## src/rtl/cachebusarb_pkg.sv

```systemverilog
// Shared types for the cache-line bus arbiter: burst state and bus owner encoding,
// also used by the bus unit.
package cachebusarb_pkg;

   typedef enum logic [0:0] {
      IDLE  = 1'b0,
      BURST = 1'b1
   } busStateT;

   typedef enum logic [0:0] {
      OWNER_I = 1'b0,
      OWNER_D = 1'b1
   } busOwnerT;

endpackage

```

## src/rtl/cachebusarbsel.sv

```systemverilog
// Combinational winner select for the cache bus arbiter: a D$ writeback/refill pair,
// then starved I$, then default D$ priority.
module cachebusarbsel
   import cachebusarb_pkg::*;
#(
   parameter int STARVE_LIMIT = 4,
   parameter int SCW          = $clog2(STARVE_LIMIT + 1)
) (
   input  logic [1:0]     ICacheBusRW,
   input  logic [1:0]     DCacheBusRW,
   input  logic [SCW-1:0] StarveCnt,
   input  logic           PairPend,
   output logic           ReqAny,
   output busOwnerT       Winner,
   output logic           Write
);

   logic iReq;
   logic dReq;
   logic starved;
   logic unusedIRw0;

   assign iReq       = ICacheBusRW[1];
   assign dReq       = |DCacheBusRW;
   assign starved    = (StarveCnt == SCW'(STARVE_LIMIT));
   assign unusedIRw0 = ICacheBusRW[0];

   // Priority chain; RW=2'b11 from D$ counts as a writeback.
   always_comb begin
      ReqAny = dReq | iReq;
      Winner = OWNER_D;
      Write  = 1'b0;
      if (PairPend && dReq) begin
         Winner = OWNER_D;
      end else if (iReq && starved) begin
         Winner = OWNER_I;
      end else if (dReq) begin
         Winner = OWNER_D;
      end else if (iReq) begin
         Winner = OWNER_I;
      end else begin
         Winner = OWNER_D;
      end
      if (Winner == OWNER_D) begin
         Write = DCacheBusRW[0];
      end else begin
         Write = 1'b0;
      end
   end

endmodule

```

## src/rtl/cachebusarb.sv

```systemverilog
// I$/D$ line-burst arbiter: grants one whole cache line at a time on the shared bus,
// sequences beats, and pulses the owner's Ack on the final accepted beat.
module cachebusarb
   import cachebusarb_pkg::*;
#(
   parameter int  PA_BITS      = 32,
   parameter int  LINELEN      = 512,
   parameter int  AHBW         = 64,
   parameter int  STARVE_LIMIT = 4,
   localparam int BEATS        = LINELEN / AHBW,
   localparam int LOGBWPL      = $clog2(BEATS)
) (
   input  logic               clk,
   input  logic               reset,
   input  logic [1:0]         ICacheBusRW,
   input  logic [PA_BITS-1:0] ICacheBusAdr,
   input  logic [1:0]         DCacheBusRW,
   input  logic [PA_BITS-1:0] DCacheBusAdr,
   input  logic               BusReady,
   output logic               BusValid,
   output logic               BusWrite,
   output logic [PA_BITS-1:0] BusAdr,
   output logic [LOGBWPL-1:0] BeatCount,
   output logic               SelBusBeat,
   output logic               IGrant,
   output logic               DGrant,
   output logic               ICacheBusAck,
   output logic               DCacheBusAck
);

   localparam int                 SCW        = $clog2(STARVE_LIMIT + 1);
   localparam logic [PA_BITS-1:0] BEAT_BYTES = PA_BITS'(AHBW / 8);

   busStateT           state;
   busOwnerT           owner;
   logic               writeR;
   logic [SCW-1:0]     starveCnt;
   logic               pairPend;
   logic [PA_BITS-1:0] lineAdr;

   logic     reqAny;
   busOwnerT winner;
   logic     selWrite;
   logic     lastBeat;

   cachebusarbsel #(
      .STARVE_LIMIT (STARVE_LIMIT),
      .SCW          (SCW)
   ) sel (
      .ICacheBusRW (ICacheBusRW),
      .DCacheBusRW (DCacheBusRW),
      .StarveCnt   (starveCnt),
      .PairPend    (pairPend),
      .ReqAny      (reqAny),
      .Winner      (winner),
      .Write       (selWrite)
   );

   assign BusValid   = (state == BURST);
   assign IGrant     = BusValid & (owner == OWNER_I);
   assign DGrant     = BusValid & (owner == OWNER_D);
   assign BusWrite   = BusValid & writeR;
   assign SelBusBeat = DGrant & writeR;
   assign BusAdr     = lineAdr + (PA_BITS'(BeatCount) * BEAT_BYTES);

   // A reset cycle must never complete a burst, so Ack is suppressed while reset is high.
   assign lastBeat     = BusValid & BusReady & (BeatCount == LOGBWPL'(BEATS - 1)) & ~reset;
   assign ICacheBusAck = lastBeat & (owner == OWNER_I);
   assign DCacheBusAck = lastBeat & (owner == OWNER_D);

   // Burst FSM: grant latch in IDLE, beat sequencing in BURST.
   always_ff @(posedge clk) begin
      if (reset) begin
         state     <= IDLE;
         owner     <= OWNER_I;
         writeR    <= 1'b0;
         BeatCount <= '0;
         starveCnt <= '0;
         pairPend  <= 1'b0;
         lineAdr   <= '0;
      end else begin
         case (state)
            IDLE: begin
               pairPend <= 1'b0;
               if (reqAny) begin
                  state   <= BURST;
                  owner   <= winner;
                  writeR  <= selWrite;
                  lineAdr <= (winner == OWNER_D) ? DCacheBusAdr : ICacheBusAdr;
                  if (winner == OWNER_I) begin
                     starveCnt <= '0;
                  end else if (ICacheBusRW[1] && (starveCnt != SCW'(STARVE_LIMIT))) begin
                     starveCnt <= starveCnt + SCW'(1);
                  end else begin
                     starveCnt <= starveCnt;
                  end
               end else begin
                  state <= IDLE;
               end
            end
            BURST: begin
               if (BusReady) begin
                  if (BeatCount == LOGBWPL'(BEATS - 1)) begin
                     BeatCount <= '0;
                     state     <= IDLE;
                     // A finished D$ writeback lets its refill win the very next IDLE.
                     pairPend  <= (owner == OWNER_D) & writeR;
                  end else begin
                     BeatCount <= BeatCount + LOGBWPL'(1);
                  end
               end else begin
                  BeatCount <= BeatCount;
               end
            end
            default: begin
               state <= IDLE;
            end
         endcase
      end
   end

endmodule

```

## config.mk

```make
export PLATFORM = sky130hd
export DESIGN_NAME = cachebusarb
export DESIGN_NICKNAME = d
export VERILOG_FILES = /design/src/rtl/cachebusarb_pkg.sv /design/src/rtl/cachebusarbsel.sv /design/src/rtl/cachebusarb.sv
export SDC_FILE = /design/constraint.sdc
export NUM_CORES = 1
export LEC_CHECK = 0
export ABC_AREA = 1
export BUFFER_PORTS_ARGS = -buffer_cell sky130_fd_sc_hd__buf_2
export CAP_MARGIN = 20
export CORE_MARGIN = 1
export CORE_UTILIZATION = 46
export DETAILED_ROUTE_END_ITERATION = 7
export GPL_ROUTABILITY_DRIVEN = 0
export PLACE_DENSITY = 0.77
export SETUP_SLACK_MARGIN = 0.5
export SYNTH_ARGS = -nofsm -noshare
export SYNTH_HDL_FRONTEND = slang
export SYNTH_SLANG_ARGS = --single-unit
```

## constraint.sdc

```tcl
create_clock -name clk -period 1.85 [get_ports clk]
set_input_delay 0.37 -clock clk [delete_from_list [all_inputs] [get_ports clk]]
set_output_delay 0.37 -clock clk [all_outputs]
set_load 0.01 [all_outputs]
```

Yosys cells after proc, flatten, opt, wreduce, memory -nomap -nowiden. Cells that the tools add are included. W data, S select, Z words.

Input bits: 71. Logic and storage cells: 54. Flip-flop bits (word level): 42. Output and inout bits: 42.

$add $sub $neg: 3. Multiplexer cells: 16. Bitwise logic cells: 14. Equal/unequal tests: 6. Reduce and logical (&&, ||, !) cells: 8.

Operator list (number): $add A32 B6 Y32 (1); $mux W32 (1); $and A1 B1 Y1 (10); $mux W1 (10); $mux W3 (3); $add A3 B1 Y3 const B (2); $eq A3 B3 Y1 const B (2); $reduce_and A2 Y1 (3); $ne A2 B1 Y1 const B (2); $pmux W1 S2 (2); $logic_and A1 B1 Y1 (3); $ne A3 B3 Y1 const B (1); $not A1 Y1 (3); $reduce_and A3 Y1 (1); $ne A2 B2 Y1 const B (1); $reduce_or A2 Y1 (1); $or A1 B1 Y1 (1).

Depth between registers and ports, before layout. Gate-level depths: netlist of run 1.

Word-level depth: 6. Gate-level depth with buffers: 11. Depth with buffers taken out: 11.

Hierarchy. A second synthesis of run 1 with hierarchy kept.

Cells, all modules: 442. Area, all modules: 2755.1 um^2.

By module, submodules not included: cachebusarb (area an instance 2711.4 um^2, cells each 432, times used 1, sequential area each 840.8 um^2); cachebusarbsel (area an instance 43.8 um^2, cells each 10, times used 1, sequential area each 0.0 um^2).

Worst setup path before layout of run 1. OpenSTA, ideal clock, no wires.

Kind: register to output. Start: register BeatCount[0]. End: output port BusAdr[13]. Required time: 1.480 ns. Path slack: -0.162 ns. Stages on the path, launching flop included: 10. Buffers on the path: 0. Data arrival time: 1.642 ns. Cell sequence: dfxtp_1 ha_1 fa_1 nand2_1 nand2_1 nand2_1 inv_1 nand2_4 nor2_4 xor2_1.

Cells in the longest elaborated chain, start to end: 1.

Ends and longest elaborated chain: from (decl) (RTL line cachebusarb.sv:23) `output logic [LOGBWPL-1:0] BeatCount,`; from (signal assigned) (RTL line cachebusarb.sv:109) `BeatCount <= BeatCount + LOGBWPL'(1);`; from (signal assigned) (RTL line cachebusarb.sv:112) `BeatCount <= BeatCount;`; $add A32 B6 Y32 (RTL line cachebusarb.sv:64) `assign BusAdr = lineAdr + (PA_BITS'(BeatCount) * BEAT_BYTES);`; to (decl) (RTL line cachebusarb.sv:22) `output logic [PA_BITS-1:0] BusAdr,`.

Every way passes these cells.

Final worst setup path of run 1.
Start: register lineAdr[12]. End: output port BusAdr[25].

Cells in the longest elaborated chain, start to end: 1.

Ends and longest elaborated chain: from (decl) (RTL line cachebusarb.sv:39) `logic [PA_BITS-1:0] lineAdr;`; from (signal assigned) (RTL line cachebusarb.sv:89) `lineAdr <= (winner == OWNER_D) ? DCacheBusAdr : ICacheBusAdr;`; $add A32 B6 Y32 (RTL line cachebusarb.sv:64).

Every way passes these cells.

==> impl_metrics.py, run 1 <==
metrics = {
    "run_status": {
        "status": "finished with violations",
        "violations": "negative setup slack",
    },
    "cts": {
        "cts_buffers": 5,
        "cts_hold_buffers": 0,
        "clk_pin_slew_worst_paths_ns": 0.09,
        "cts_tree": "built",
        "clockBufferDepth": 2,
        "htreeDepth": 2,
        "cts.sinks": 42,
        "clk_latency_ns": 0.32,
        "cts-root-buf": "clkbuf_8",
    },
    "routing": {
        "wl_per_cell_um": 20.1,
        "drtAntennaViolNets": 0,
        "m1WireLength_um": 5540,
        "first_pass_iters": 5,
        "dr.max_layer_used": "met4",
        "route.met2.wl_um": 7470,
        "drcViolationCount": 0,
        "wl_met3_um": 1720,
        "wirelength_um": 15900,
        "routed_via_density": 5.88,
        "via_count": 4649,
        "first_iter_violations": 374,
    },
    "final_layout": {
        "antenna_cells": 0,
        "final_cell_mix": "buf_2 (100), inv_1 (92), nand2_1 (92)",
        "instances_no_fill": 791,
        "register_area_um2": 870,
        "final_common_cell": "buf_2",
        "num-nets-final": 773,
        "syn_to_final_growth_pct": 80.8,
        "fin_util": 0.860,
        "drive_above_1_share": 0.588,
        "multi_input_comb_area_mm2": 0.00305,
        "fill_cells": 335,
    },
    "yosys": {
        "avgSynthCellArea_um2": 6.11,
        "synth_area_mm2": 0.00323,
        "syn-num-nets": 608,
        "synth-edff-count": 0,
        "seq_area_frac_synth": 0.260,
        "yosysWarningCount": 0,
        "ys.flop_type": "dfxtp_1",
        "synth_seq_cells": 42,
        "ys_async_sr_fraction": 0,
        "synthCells": 529,
        "ys_types": 31,
    },
    "sta": {
        "rsz0062_at_grt": "yes",
        "fin_crit_ns": 2.64,
        "drv_slew": 0,
        "slew_headroom": 0.657,
        "fin_tns_setup_ns": -11.30,
        "setup_ws_ns": -0.788,
        "max_slew.worst_pin.slew_ns": 0.515,
        "fin_skew_ns": 0.00621,
        "fmax_ghz": 0.379,
        "hold_viol": 0,
        "finalSetupViolCount": 30,
        "finalCritPeriodShare": 1.43,
        "whs_ns": 0.311,
    },
    "critical_path": {
        "timing.critical_path.mode_cell": "nand2_1",
        "critPathSlowestCell": "nor3_1",
        "r2r_start": "starveCnt[1]$_SDFFE_PP0P_",
        "r2r-end": "lineAdr[10]$_SDFFE_PP0P_",
        "crit_fanout": 3,
        "required_ns": 1.48,
        "path_cells": "buf_4 -> nand2_2 -> nor3_1 -> nand2_1 -> nor2_1 -> nand2_1 -> nand2_1 -> nand2_2 -> buf_6",
        "worst_setup_path_start_kind": "register",
        "cpPeakStageDelay_ns": 0.41,
        "rrSetupSlack_ns": 0.31,
        "cp_top_family": "simple AND/OR/NAND/NOR gates",
        "critPathBufInv": 2,
        "ff2ff_path_depth": 9,
        "critPathArrivalTime_ns": 2.27,
        "endpoint_kind": "output pin",
        "critical_path_class": "reg -> out",
    },
    "floorplanning": {
        "fp.dieW_um": 85.8,
        "core_area_mm2": 0.00679,
        "ioPinCount": 113,
        "die_y_um": 85.8,
        "rows": 30,
        "initial_core_util": 0.476,
        "die_area_mm2": 0.00737,
    },
    "worst_hold_path": {
        "min_from": "DCacheBusRW[0]",
        "min_to": "writeR$_SDFFE_PP0P_",
        "whs_path_depth": 3,
        "min_path_type": "in -> reg",
    },
    "job": {
        "cap_violations": 0,
    },
    "placement": {
        "hpwlAfterDp_um": 6720,
        "port_buffers": 111,
        "dp.cells": 742,
    },
    "global_routing": {
        "gr-total-overflow": 0,
        "antenna_found_initial": 0,
        "grt_pass1_vias": 3821,
        "grt_max_degree": 39,
        "gr-usage-all-layers": 0.307,
        "grt_first_pass_wirelength_um": 17600,
    },
    "power_and_ir_drop": {
        "power_density_mw_per_mm2": 505,
        "seq_power_share": 0.365,
        "total_power_uw": 2950,
        "p_int_uw": 1790,
        "power_frac_comb": 0.402,
        "pwr-share-clk": 0.234,
        "p_sw_uw": 1160,
        "vdd_drop_max_mv": 0.380,
        "power.leakage_uw": 0.00274,
        "switching_share": 0.393,
    },
}
[worst register-to-register path, stage by stage, from the launching register on]
cell and delay, ns:
dfxtp_2 0.34, inv_2 0.08, ha_4 0.15, nand3_4 0.13
nand2_8 0.16, buf_6 0.14, nand2_8 0.10, nand2_4 0.13
nand3_4 0.08, a21oi_2 0.17
[synthesized netlist by cell type (2+ instances only)]
cell / n / area share
clkbuf_1: 8 / 0.0093
nand4_1: 4 / 0.0077
dfxtp_1: 42 / 0.26
ha_1: 7 / 0.027
buf_6: 10 / 0.035
nand3b_1: 3 / 0.0070
buf_4: 3 / 0.0070
nor3_1: 9 / 0.014
nand2_4: 2 / 0.0070
nand2_2: 5 / 0.0097
a21oi_1: 38 / 0.059
xor2_1: 12 / 0.033
nor2_1: 35 / 0.041
nor2_4: 2 / 0.0070
nand3_2: 4 / 0.012
nor2_2: 4 / 0.0077
inv_1: 99 / 0.11
nand3_1: 74 / 0.11
nand2_1: 144 / 0.17
nor3_2: 2 / 0.0062
xnor2_1: 6 / 0.016
o21ai_0: 4 / 0.0062
buf_2: 3 / 0.0046
inv_2: 2 / 0.0023
[stage by stage]
| step | area, µm² | worst slack, ns |
|---|---|---|
| 2_1_floorplan | 3450 | 0.0478 |
| 3_3_place_gp | 4170 | -0.0801 |
| 3_5_place_dp | 4170 | -0.119 |
| 4_1_cts | 4860 | -0.419 |
| 5_1_grt | 5840 | -0.747 |
| 6_report | 5840 | -0.788 |
[cell type report]
class | count | area share
Clock inverter | 2 | 0.00214
Tap cell | 96 | 0.0206
Multi-Input combinational cell | 368 | 0.522
Inverter | 102 | 0.0702
Sequential cell | 42 | 0.149
Timing Repair Buffer | 175 | 0.222
Clock buffer | 6 | 0.0141
[what timing repair did]
item / 4_1_cts / 5_1_grt
setup endpoints to repair: 72 / 74
gates cloned: 5 / 5
hold endpoints to repair: 0 / 0
pin swaps: 40 / 92
setup buffers: 13 / 18
resized for setup: 87 / 176
[routing by layer]
metal	global-route usage	vias up
met4	0.114	0
met5	0	-
met3	0.0510	137
li1	-	1973
met1	0.359	2110
met2	0.561	429
[logic make-up (layout without fill, tap and decap cells)]
family,after synthesis,after routing,synth area share
compound gates,43,43,0.0701
flops,42,42,0.260
fa+ha+maj,8,8,0.0333
buf+inv,126,285,0.175
simple gates,292,299,0.413
xor+xnor,18,18,0.0488
[power groups by stage]
stage	registers, µW	logic [µW]	clock network (µW)
4_1_cts	1060	854	631
5_1_grt	1080	1250	695
3_3_place_gp	1070	677	0
2_1_floorplan	1070	456	0
3_5_place_dp	1070	697	0
6_report	1080	1190	690
[state kept, by name, indices dropped and copies added (netlist names)]
| signal | flops |
|---|---|
| pairPend | 1 |
| BusValid | 1 |
| owner | 1 |
| writeR | 1 |
| starveCnt | 3 |
| lineAdr | 32 |
| BeatCount | 3 |
[how the worst max path moves through the flow]
stage                                   start          to  slack, ns  cells after the start
floorplan           BeatCount[0]$_SDFFE_PP0N_  BusAdr[27]       0.05                     11
global placement      lineAdr[3]$_SDFFE_PP0P_  BusAdr[29]      -0.08                     12
detailed placement    lineAdr[3]$_SDFFE_PP0P_  BusAdr[13]      -0.12                     10
CTS                 BeatCount[0]$_SDFFE_PP0N_  BusAdr[13]      -0.42                     10
global route         lineAdr[12]$_SDFFE_PP0P_  BusAdr[25]      -0.75                      9
finish               lineAdr[12]$_SDFFE_PP0P_  BusAdr[25]      -0.79                      9
Note: power is estimated with default switching activity, not from simulation.
==> inputs of run 2 (changes only) <==
- CORE_MARGIN: 1 -> 2
- CORE_UTILIZATION: 46 -> 44
- SYNTH_HIERARCHICAL: unset -> 1
- clock period: 1.85 -> 2.4 ns (I/O delays scaled with it)
==> run 2 against run 1 <==
  * The flow now finishes without violations
  * Sequential cell count unchanged
  * Hold slack improved by 0.12 ns
  * Core utilization down 22 points
  * Final area is 35% lower
  * Sequential share of layout area grew 7.7 points
  * Total power shrank 30%
  * Via count fell by 28%
  * Synthesized area shrank 15%
  * Synthesized cell count shrank 16%
  * Setup slack gained 0.80 ns
  * Critical path type unchanged
==> impl_metrics.py, run 2 <==
metrics = {
    "routing": {
        "wirelength_um": 8970,
        "drcViolationCount": 0,
        "first_iter_violations": 162,
        "routed_via_density": 5.30,
        "drtAntennaViolNets": 0,
        "wl_per_cell_um": 14.2,
        "first_pass_iters": 6,
        "via_count": 3336,
    },
    "floorplanning": {
        "ioPinCount": 113,
        "core_area_mm2": 0.00599,
        "initial_core_util": 0.460,
        "fp.dieW_um": 83.1,
        "die_area_mm2": 0.00691,
        "rows": 28,
        "die_y_um": 83.1,
    },
    "cts": {
        "cts-root-buf": "clkbuf_8",
        "cts_hold_buffers": 0,
        "cts_buffers": 5,
        "cts.sinks": 42,
        "cts_tree": "built",
        "htreeDepth": 2,
        "clk_latency_ns": 0.29,
        "clk_pin_slew_worst_paths_ns": 0.08,
        "clockBufferDepth": 2,
    },
    "yosys": {
        "avgSynthCellArea_um2": 6.23,
        "synth_area_mm2": 0.00276,
        "netlist.top_cell.by_area": "dfxtp_1",
        "synth_area_leaders": "dfxtp_1 (31%), nand2_1 (19%), a21oi_1 (13%), o21ai_0 (7.3%), nor2_1 (5.9%)",
        "yosysMostFrequentCell": "nand2_1",
        "ys_top_cells_by_count": "nand2_1 (139), a21oi_1 (73), nor2_1 (43)",
        "synth-edff-count": 0,
        "ys_async_sr_fraction": 0,
        "yosysWarningCount": 6,
        "synthCells": 442,
        "synth.top_cell.area_share": 0.305,
        "seq_area_frac_synth": 0.305,
        "ys.flop_type": "dfxtp_1",
        "ys_types": 26,
        "syn-num-nets": 521,
        "synth_seq_cells": 42,
    },
    "final_layout": {
        "syn_to_final_growth_pct": 38.4,
        "final_cell_mix": "nand2_1 (130), buf_2 (108), a21oi_1 (73)",
        "largestRegisters": "lineAdr: 32 flops, BeatCount: 3 flops, starveCnt: 3 flops",
        "num-nets-final": 633,
        "antenna_cells": 0,
        "largest_reg_flops": 32,
        "regMostFlops": "lineAdr",
        "drive_above_1_share": 0.326,
        "final_common_cell": "nand2_1",
    },
    "power_and_ir_drop": {
        "p_int_uw": 1430,
        "p_sw_uw": 631,
        "pwr-share-clk": 0.336,
        "power_density_mw_per_mm2": 541,
        "seq_power_share": 0.419,
        "power.leakage_uw": 0.00182,
        "total_power_uw": 2060,
        "power_frac_comb": 0.245,
        "switching_share": 0.306,
        "vdd_drop_max_mv": 0.361,
    },
    "sta": {
        "max_slew.worst_pin.slew_ns": 0.786,
        "finalSetupViolCount": 0,
        "drv_slew": 0,
        "fmax_ghz": 0.420,
        "fin_skew_ns": 0.00106,
        "fin_tns_setup_ns": 0,
        "fin_crit_ns": 2.38,
        "slew_headroom": 0.475,
        "hold_viol": 0,
        "rsz0062_at_grt": "yes",
        "finalCritPeriodShare": 0.993,
    },
    "critical_path": {
        "critPathBufInv": 2,
        "required_ns": 1.92,
        "critPathSlowestCell": "fa_2",
        "worst_setup_path_start_kind": "register",
        "crit_fanout": 4,
        "critPathArrivalTime_ns": 1.90,
        "critical_path_class": "reg -> out",
        "cp_top_family": "adder cells",
        "path_cells": "ha_4 -> fa_2 -> nand2_2 -> nand2_4 -> nand3_4 -> buf_4 -> xnor2_1 -> buf_2",
        "endpoint_kind": "output pin",
        "cpPeakStageDelay_ns": 0.40,
    },
    "global_routing": {
        "gr-usage-all-layers": 0.258,
        "grt_first_pass_wirelength_um": 14900,
        "gr-total-overflow": 0,
        "antenna_found_initial": 0,
        "grt_max_degree": 36,
        "grt_pass1_vias": 3310,
    },
    "placement": {
        "hpwlAfterDp_um": 6010,
        "port_buffers": 111,
    },
    "job": {
        "cap_violations": 0,
    },
    "worst_hold_path": {
        "min_path_type": "in -> reg",
    },
    "run_status": {
        "status": "complete, no violations",
    },
}
-- run 2: changes by cell type in the layout (fill, tap and decap cells not counted), sizes merged, moves of 2 or more --
cell | previous run | this run
inv | 101 | 33
nand3b | 3 | 11
xnor2 | 6 | 4
buf | 173 | 123
xor2 | 12 | 6
nand2 | 158 | 139
a21oi | 38 | 73
nor2 | 41 | 51
clkinv | 2 | 0
clkbuf | 8 | 6
o21ai | 5 | 40
nand3 | 78 | 7
nor3 | 12 | 1
bufinv | 0 | 2
-- run 2: power groups by stage --
stage	logic, µW	registers, µW	clock network [µW]
after floorplan	282	839	0
after global placement	432	863	0
after detailed placement	443	865	0
after CTS	484	856	696
after global routing	565	873	730
final	505	865	692
-- run 2: cells by family after synthesis --
group	Yosys count	synth area share
compound gates	114	0.208
xor+xnor	10	0.0318
fa+ha+maj	8	0.0391
buf+inv	52	0.0786
flops	42	0.305
simple gates	216	0.337
-- run 2: final cells by class --
| type | count | area (µm²) |
|---|---|---|
| fill | 549 | 2180 |
| multi-input combinational | 349 | 1910 |
| sequential | 42 | 861 |
| timing repair buffer | 123 | 676 |
| inverter | 33 | 126 |
| tap | 75 | 93.8 |
| clock buffer | 6 | 82.6 |
| clock inverter | 2 | 60.1 |
-- run 2: what timing repair did --
| action | CTS | global route |
|---|---|---|
| pin swaps | 21 | 11 |
| gates cloned | 1 | 0 |
| setup endpoints to repair | 63 | 30 |
| resized for setup | 41 | 15 |
| buffers inserted | 6 | 3 |
-- run 2: worst register-to-register path, stage by stage, from the launching register on --
cell and delay [ns]:
dfxtp_1 0.44, nor2_4 0.41, inv_4 0.25, o21ai_0 0.30, a21oi_1 0.06
-- run 2: final timing paths --
check                                  to  cells after the start  slack (ns)                      start
hold / removal    lineAdr[8]$_SDFFE_PP0P_                      3        0.43            DCacheBusAdr[8]
setup / recovery                BusAdr[9]                      8        0.02  BeatCount[0]$_SDFFE_PP0N_
setup reg to reg      writeR$_SDFFE_PP0P_                      4        0.83        BusValid$_SDFF_PP0_
hold reg to reg     pairPend$_SDFFE_PP0P_                      2        0.49      pairPend$_SDFFE_PP0P_
-- run 2: per-layer routing --
layer  share of wire  GRT usage  vias up
met5               0          0        -
met4           0.014     0.0775        0
met3           0.075     0.0646       16
met2            0.49      0.460      128
met1            0.42      0.305     1532
li1                -          -     1660
-- run 2: stage by stage --
step           std cells  hold WS (ns)  utilization  setup slack [ns]  instance area (µm²)
5_1_grt              630         0.420        0.636           -0.0446                 3810
6_report             630         0.427        0.636            0.0163                 3810
2_1_floorplan        442         0.433            -             0.501                 2790
4_1_cts              627         0.418        0.623            0.0575                 3730
3_3_place_gp         612         0.454        0.563             0.130                 3370
3_5_place_dp         612         0.472        0.563            0.0521                 3370
